$ cat src/rtl/mips_multicycle_ctrl_if.sv
// Control/status bundle between the multi-cycle MIPS controller (master) and its datapath (slave).
interface mips_multicycle_ctrl_if #(
   parameter int OPCODE_WIDTH = 6,
   parameter int FUNCT_WIDTH  = 6
);
   logic [OPCODE_WIDTH-1:0] opcode;
   logic [FUNCT_WIDTH-1:0]  funct;
   logic                    zero;
   logic                    pc_en;
   logic                    iord;
   logic                    mem_write;
   logic                    ir_write;
   logic                    reg_dst;
   logic                    mem_to_reg;
   logic                    reg_write;
   logic                    alu_src_a;
   logic [2:0]              alu_src_b;
   logic [2:0]              alu_ctrl;
   logic [1:0]              pc_src;
   logic                    illegal_instr;
   logic [3:0]              state_o;

   modport master (
      input  opcode, funct, zero,
      output pc_en, iord, mem_write, ir_write, reg_dst, mem_to_reg, reg_write,
             alu_src_a, alu_src_b, alu_ctrl, pc_src, illegal_instr, state_o
   );

   modport slave (
      output opcode, funct, zero,
      input  pc_en, iord, mem_write, ir_write, reg_dst, mem_to_reg, reg_write,
             alu_src_a, alu_src_b, alu_ctrl, pc_src, illegal_instr, state_o
   );
endinterface

$ cat src/rtl/mips_multicycle_ctrl.sv
// Moore main-control FSM and ALU decoder for the multi-cycle MIPS datapath.
// Optional andi/ori support is enabled by defining MIPS_CTRL_LOGIC_IMM_EN.
module mips_multicycle_ctrl #(
   parameter int OPCODE_WIDTH = 6,
   parameter int FUNCT_WIDTH  = 6
) (
   input logic                     clk,
   input logic                     rst,
   mips_multicycle_ctrl_if.master  bus
);

   typedef enum logic [3:0] {
      S_FETCH  = 4'd0,  S_DECODE = 4'd1,  S_MEMADR = 4'd2,  S_MEMRD = 4'd3,
      S_MEMWB  = 4'd4,  S_MEMWR  = 4'd5,  S_EXEC   = 4'd6,  S_ALUWB = 4'd7,
      S_BRANCH = 4'd8,  S_IEXEC  = 4'd9,  S_IWB    = 4'd10, S_JUMP  = 4'd11,
      S_LEXEC  = 4'd12
   } state_t;

   localparam logic [OPCODE_WIDTH-1:0] OP_R    = OPCODE_WIDTH'(6'b000000);
   localparam logic [OPCODE_WIDTH-1:0] OP_LW   = OPCODE_WIDTH'(6'b100011);
   localparam logic [OPCODE_WIDTH-1:0] OP_SW   = OPCODE_WIDTH'(6'b101011);
   localparam logic [OPCODE_WIDTH-1:0] OP_BEQ  = OPCODE_WIDTH'(6'b000100);
   localparam logic [OPCODE_WIDTH-1:0] OP_ADDI = OPCODE_WIDTH'(6'b001000);
   localparam logic [OPCODE_WIDTH-1:0] OP_J    = OPCODE_WIDTH'(6'b000010);
   localparam logic [OPCODE_WIDTH-1:0] OP_ANDI = OPCODE_WIDTH'(6'b001100);
   localparam logic [OPCODE_WIDTH-1:0] OP_ORI  = OPCODE_WIDTH'(6'b001101);

   localparam logic [2:0] ALU_ADD = 3'b010, ALU_SUB = 3'b110, ALU_AND = 3'b000,
                          ALU_OR  = 3'b001, ALU_SLT = 3'b111;
   localparam logic [2:0] SRCB_B = 3'b000, SRCB_4 = 3'b001, SRCB_IMM = 3'b010,
                          SRCB_IMM_SH = 3'b011, SRCB_ZIMM = 3'b100;
   localparam logic [1:0] PCSRC_ALU = 2'b00, PCSRC_REG = 2'b01, PCSRC_JMP = 2'b10;

   // Unsupported opcodes map to FETCH, which doubles as the legality test.
   function automatic state_t op_target(input logic [OPCODE_WIDTH-1:0] op);
      case (op)
         OP_LW, OP_SW: op_target = S_MEMADR;
         OP_R:         op_target = S_EXEC;
         OP_BEQ:       op_target = S_BRANCH;
         OP_ADDI:      op_target = S_IEXEC;
         OP_J:         op_target = S_JUMP;
`ifdef MIPS_CTRL_LOGIC_IMM_EN
         OP_ANDI, OP_ORI: op_target = S_LEXEC;
`endif
         default:      op_target = S_FETCH;
      endcase
   endfunction

   // Returns {legal, alu_ctrl} for an R-type funct field.
   function automatic logic [3:0] funct_decode(input logic [FUNCT_WIDTH-1:0] fn);
      case (fn)
         FUNCT_WIDTH'(6'b100000): funct_decode = {1'b1, ALU_ADD};
         FUNCT_WIDTH'(6'b100010): funct_decode = {1'b1, ALU_SUB};
         FUNCT_WIDTH'(6'b100100): funct_decode = {1'b1, ALU_AND};
         FUNCT_WIDTH'(6'b100101): funct_decode = {1'b1, ALU_OR};
         FUNCT_WIDTH'(6'b101010): funct_decode = {1'b1, ALU_SLT};
         default:                 funct_decode = {1'b0, ALU_ADD};
      endcase
   endfunction

   state_t                  state_q, state_d;
   logic [OPCODE_WIDTH-1:0] opcode;
   logic [FUNCT_WIDTH-1:0]  funct;
   logic [3:0]              fn_dec;
   logic                    op_legal;
   logic pc_write, branch, illegal, iord, mem_write, ir_write, reg_dst, mem_to_reg;
   logic reg_write, alu_src_a;
   logic [2:0] alu_src_b, alu_ctrl;
   logic [1:0] pc_src;

   assign opcode   = bus.opcode;
   assign funct    = bus.funct;
   assign fn_dec   = funct_decode(funct);
   assign op_legal = (op_target(opcode) != S_FETCH);

   always_ff @(posedge clk or posedge rst) begin
      if (rst) state_q <= S_FETCH;
      else     state_q <= state_d;
   end

   always_comb begin
      state_d = S_FETCH;
      case (state_q)
         S_FETCH:  state_d = S_DECODE;
         S_DECODE: state_d = op_target(opcode);
         S_MEMADR: state_d = (opcode == OP_SW) ? S_MEMWR : S_MEMRD;
         S_MEMRD:  state_d = S_MEMWB;
         S_EXEC:   state_d = fn_dec[3] ? S_ALUWB : S_FETCH;
         S_IEXEC:  state_d = S_IWB;
`ifdef MIPS_CTRL_LOGIC_IMM_EN
         S_LEXEC:  state_d = S_IWB;
`endif
         default:  state_d = S_FETCH;
      endcase
   end

   always_comb begin
      pc_write   = 1'b0;
      branch     = 1'b0;
      illegal    = 1'b0;
      iord       = 1'b0;
      mem_write  = 1'b0;
      ir_write   = 1'b0;
      reg_dst    = 1'b0;
      mem_to_reg = 1'b0;
      reg_write  = 1'b0;
      alu_src_a  = 1'b0;
      alu_src_b  = SRCB_B;
      alu_ctrl   = ALU_ADD;
      pc_src     = PCSRC_ALU;
      case (state_q)
         S_FETCH:  begin ir_write = 1'b1; alu_src_b = SRCB_4; pc_write = 1'b1; end
         S_DECODE: begin alu_src_b = SRCB_IMM_SH; illegal = ~op_legal; end
         S_MEMADR: begin alu_src_a = 1'b1; alu_src_b = SRCB_IMM; end
         S_MEMRD:  iord = 1'b1;
         S_MEMWB:  begin mem_to_reg = 1'b1; reg_write = 1'b1; end
         S_MEMWR:  begin iord = 1'b1; mem_write = 1'b1; end
         S_EXEC:   begin alu_src_a = 1'b1; alu_ctrl = fn_dec[2:0]; illegal = ~fn_dec[3]; end
         S_ALUWB:  begin reg_dst = 1'b1; reg_write = 1'b1; end
         S_BRANCH: begin
            alu_src_a = 1'b1;
            alu_ctrl  = ALU_SUB;
            pc_src    = PCSRC_REG;
            branch    = 1'b1;
         end
         S_IEXEC:  begin alu_src_a = 1'b1; alu_src_b = SRCB_IMM; end
         S_IWB:    reg_write = 1'b1;
         S_JUMP:   begin pc_src = PCSRC_JMP; pc_write = 1'b1; end
`ifdef MIPS_CTRL_LOGIC_IMM_EN
         S_LEXEC:  begin
            alu_src_a = 1'b1;
            alu_src_b = SRCB_ZIMM;
            alu_ctrl  = (opcode == OP_ANDI) ? ALU_AND : ALU_OR;
         end
`endif
         default:  ;
      endcase
   end

   // Strobes are masked while reset is held; state_q already sits in FETCH.
   assign bus.pc_en         = (pc_write | (branch & bus.zero)) & ~rst;
   assign bus.ir_write      = ir_write  & ~rst;
   assign bus.reg_write     = reg_write & ~rst;
   assign bus.mem_write     = mem_write & ~rst;
   assign bus.illegal_instr = illegal   & ~rst;
   assign bus.iord          = iord;
   assign bus.reg_dst       = reg_dst;
   assign bus.mem_to_reg    = mem_to_reg;
   assign bus.alu_src_a     = alu_src_a;
   assign bus.alu_src_b     = alu_src_b;
   assign bus.alu_ctrl      = alu_ctrl;
   assign bus.pc_src        = pc_src;
   assign bus.state_o       = state_q;

endmodule

$ cat src/flat_wrapper.sv
// flat-port wrapper written by rule: the top's interface ports become plain ports
module mips_multicycle_ctrl_flat 
#(
   parameter int OPCODE_WIDTH = 6,
   parameter int FUNCT_WIDTH  = 6
)
  (clk, rst, bus_opcode, bus_funct, bus_zero, bus_pc_en, bus_iord, bus_mem_write, bus_ir_write, bus_reg_dst, bus_mem_to_reg, bus_reg_write, bus_alu_src_a, bus_alu_src_b, bus_alu_ctrl, bus_pc_src, bus_illegal_instr, bus_state_o);
  mips_multicycle_ctrl_if #(.OPCODE_WIDTH(OPCODE_WIDTH), .FUNCT_WIDTH(FUNCT_WIDTH)) bus_i ();
  input logic clk;
  input logic rst;
  input wire logic [$bits(bus_i.opcode)-1:0] bus_opcode;
  input wire logic [$bits(bus_i.funct)-1:0] bus_funct;
  input wire logic [$bits(bus_i.zero)-1:0] bus_zero;
  output wire logic [$bits(bus_i.pc_en)-1:0] bus_pc_en;
  output wire logic [$bits(bus_i.iord)-1:0] bus_iord;
  output wire logic [$bits(bus_i.mem_write)-1:0] bus_mem_write;
  output wire logic [$bits(bus_i.ir_write)-1:0] bus_ir_write;
  output wire logic [$bits(bus_i.reg_dst)-1:0] bus_reg_dst;
  output wire logic [$bits(bus_i.mem_to_reg)-1:0] bus_mem_to_reg;
  output wire logic [$bits(bus_i.reg_write)-1:0] bus_reg_write;
  output wire logic [$bits(bus_i.alu_src_a)-1:0] bus_alu_src_a;
  output wire logic [$bits(bus_i.alu_src_b)-1:0] bus_alu_src_b;
  output wire logic [$bits(bus_i.alu_ctrl)-1:0] bus_alu_ctrl;
  output wire logic [$bits(bus_i.pc_src)-1:0] bus_pc_src;
  output wire logic [$bits(bus_i.illegal_instr)-1:0] bus_illegal_instr;
  output wire logic [$bits(bus_i.state_o)-1:0] bus_state_o;
  assign bus_i.opcode = bus_opcode;
  assign bus_i.funct = bus_funct;
  assign bus_i.zero = bus_zero;
  assign bus_pc_en = bus_i.pc_en;
  assign bus_iord = bus_i.iord;
  assign bus_mem_write = bus_i.mem_write;
  assign bus_ir_write = bus_i.ir_write;
  assign bus_reg_dst = bus_i.reg_dst;
  assign bus_mem_to_reg = bus_i.mem_to_reg;
  assign bus_reg_write = bus_i.reg_write;
  assign bus_alu_src_a = bus_i.alu_src_a;
  assign bus_alu_src_b = bus_i.alu_src_b;
  assign bus_alu_ctrl = bus_i.alu_ctrl;
  assign bus_pc_src = bus_i.pc_src;
  assign bus_illegal_instr = bus_i.illegal_instr;
  assign bus_state_o = bus_i.state_o;
  mips_multicycle_ctrl #(.OPCODE_WIDTH(OPCODE_WIDTH), .FUNCT_WIDTH(FUNCT_WIDTH)) u_core (.clk(clk), .rst(rst), .bus(bus_i));
endmodule
$ cat config.mk
export PLATFORM = sky130hd
export DESIGN_NAME = mips_multicycle_ctrl_flat
export DESIGN_NICKNAME = d
export VERILOG_FILES = /design/src/rtl/mips_multicycle_ctrl_if.sv /design/src/rtl/mips_multicycle_ctrl.sv /design/src/flat_wrapper.sv
export SDC_FILE = /design/constraint.sdc
export NUM_CORES = 1
export LEC_CHECK = 0
export CAP_MARGIN = 20
export CORE_UTILIZATION = 38
export CTS_CLUSTER_DIAMETER = 50
export DETAILED_ROUTE_END_ITERATION = 10
export PLACE_DENSITY = 0.84
export RECOVER_POWER = 25
export SKIP_CTS_REPAIR_TIMING = 1
export SLEW_MARGIN = 20
export SYNTH_ARGS = -nofsm -noshare
export SYNTH_HDL_FRONTEND = slang
export SYNTH_SLANG_ARGS = --single-unit
export TNS_END_PERCENT = 30
$ cat constraint.sdc
create_clock -name clk -period 2.6 [get_ports clk]
set_clock_uncertainty 0.15 [all_clocks]
set_input_delay 0.26 -clock clk [delete_from_list [all_inputs] [get_ports clk]]
set_output_delay 0.26 -clock clk [all_outputs]
set_load 0.02 [all_outputs]
==> results_dict.tcl <==
set metrics [dict create \
    layout.cells.non_filler 126 \
    cts_buffer_depth 2 \
    p_leak_nw 0.3846 \
    dieArea_um2 1626 \
    worstPathCellList "nand2b_1 -> or3_1 -> nand3b_1 -> clkdlybuf4s50_1" \
    drcViolationCount 0 \
    grt_overflow_total 0 \
    fill_cells 124 \
    hp-class "in2async" \
    first_pass_iters 4 \
    fp.dieH_um 40.32 \
    synth-async-reset-ratio 1.000 \
    ys_ff_latch 4 \
    antenna_found_initial 0 \
    synth_area_um2 558.0 \
    path_delay_family "simple AND/OR/NAND/NOR gates" \
    min_period_ns 2.476 \
    crit_fanout 9 \
    critical_path.endpoint_type "primary output" \
    clock-root-buffer "clkbuf_4" \
    clock-sinks 4 \
    r2r_end "u_core.bus.state_o[1]$_DFF_PP0_" \
    synth_seq_area_share 0.1794 \
    setup_viol 0 \
    tns_ns 0 \
    largest_reg_flops 4 \
    fmax_mhz 403.8 \
    ir_drop_mv 0.5619 \
    gp_congestion 0.8938 \
    dp_slack_ns 0.1429 \
    start_kind "flip-flop" \
    fin_ws_ns 0.1238 \
    drive_gt1_frac 0.1171 \
    ant_nets 0 \
    crit_slowest_cell "clkdlybuf4s50_1" \
    vias 693 \
    synth.area.top_cells "dfrtp_1 18%, a31oi_1 5.6%, nor3_1 5.4%" \
    grt_pass1_vias 570 \
    nNetsFinal 128 \
    synth_top_area_frac 0.1794 \
    avgSynthCellArea_um2 7.343 \
    synth_flop_cell "dfrtp_1" \
    yosysWarningCount 0 \
    tritoncts "yes" \
    h-tree-depth 1 \
    placed_area_um2 912.1 \
    rsz0062_at_grt "false" \
    clk_latency_ns 0.25 \
    synth_edf_count 0 \
    numCtsBuffers 3 \
    antenna_cells 0 \
    std_cell_rows 13 \
    hpwl_um 1328 \
    synth_top_cell_by_area "dfrtp_1" \
    final_area_um2 933.4 \
    timing.hold.ws_ns 0.3335 \
    utilization 0.6998 \
    cts.clk_slew.worst_paths_ns 0.04 \
    cp.arrival_ns 2.07 \
    yosysMostFrequentCell "nor2_1" \
    grt_pass1_wl_um 2325 \
    hold_viol_final 0 \
    drt_iter0_drc 16 \
    cap_violations 0 \
    critical_path_class "reg2out" \
    yosys-top-cells-count "7 x nor2_1, 6 x inv_1, 6 x nor3_1" \
    critical_path.max_stage_delay_ns 0.60 \
    port-buffer-count 34 \
    wl_per_cell_um 13.15 \
    power.density_nw_per_um2 760.5 \
    ios 36 \
    grt_start_max_net_pins 14 \
    fin_crit_sh 0.9524 \
    netlist_instances 76 \
    syn_nets 91 \
    worstPathRequired_ns 2.19 \
    grtUsageTotal 0.2166 \
    drv_slew 0 \
    ys_types 36 \
    core_um2 1334 \
    r2r_cells 5 \
    die_w_um 40.32 \
    status "finished clean" \
    crit-reg2reg-launch "u_core.bus.state_o[1]$_DFF_PP0_" \
    syn2layout_area_growth_pct 67.26 \
    critPathBufInv 1 \
    p_total_mw 0.7098 \
    initial_core_util 0.4184 \
    r2r_setup_slack_ns 0.88 \
    dp.cells 123 \
    finalWirelength_um 1657 \
    via_per_inst 5.500 \
]
power breakdown:
group	total [mW]	switching [mW]	internal [mW]
combinational	0.491	0.254	0.238
sequential	0.135	0.0548	0.0807
clock	0.0829	0.0309	0.0520
how the worst max path moves through the flow:
stage | startpoint | to | slack, ns | depth (start not counted)
after global routing | u_core.bus.state_o[1]$_DFF_PP0_ | bus_alu_ctrl[0] | 0.02 | 5
final | u_core.bus.state_o[2]$_DFF_PP0_ | bus_alu_ctrl[1] | 0.12 | 4
after detailed placement | bus_opcode[5] | bus_illegal_instr | 0.14 | 6
after global placement | bus_funct[1] | bus_illegal_instr | 0.19 | 5
after floorplan | u_core.bus.state_o[2]$_DFF_PP0_ | bus_reg_write | 0.55 | 5
after CTS | u_core.bus.state_o[3]$_DFF_PP0_ | bus_alu_ctrl[2] | 0.02 | 5
layout by cell type, fill, tap and decap left out, drive strengths merged, types with 2 or more instances in the layout:
cell           count
nand3b             2
nor3               7
nor4               2
nand2              3
buf                3
or2                2
nand3              2
nor4b              2
nor2               7
dlygate4sd3        2
dlymetal6s2s       2
inv                6
clkdlybuf4s50     30
nand2b             3
o211ai             2
a31oi              5
xor2               2
dfrtp              4
clkbuf             3
o21ai              5
a21oi              4
kinds of logic (layout without fill, tap and decap cells):
| logic type | Yosys count | in the layout | synth area share |
|---|---|---|---|
| flip-flops | 4 | 4 | 0.1794 |
| buffers and inverters | 11 | 46 | 0.08969 |
| other | 1 | 1 | 0.006720 |
| multiplexers | 2 | 2 | 0.04484 |
| AND/OR/NAND/NOR | 35 | 35 | 0.3857 |
| XOR/XNOR | 3 | 3 | 0.04709 |
| AO/OA/AOI/OAI | 20 | 20 | 0.2466 |
cell type report:
class                   instances  area (um2)  share of cell area
clock buffers                   3       22.52             0.02413
inverters                       6       22.52             0.02413
multi-input cells              61       401.6              0.4303
flip-flops and latches          4       100.1              0.1072
well taps                      15       18.77             0.02011
repair buffers                 37       367.9              0.3941
per-layer routing:
| metal | wire length [um] | vias to the layer above | track usage |
|---|---|---|---|
| li1 | - | 349 | - |
| met1 | 656 | 304 | 0.2359 |
| met5 | 0 | - | 0 |
| met4 | 22 | 0 | 0.1000 |
| met2 | 861 | 36 | 0.3968 |
| met3 | 117 | 4 | 0.03889 |
No activity file was read; power rests on OpenSTA's default activity.
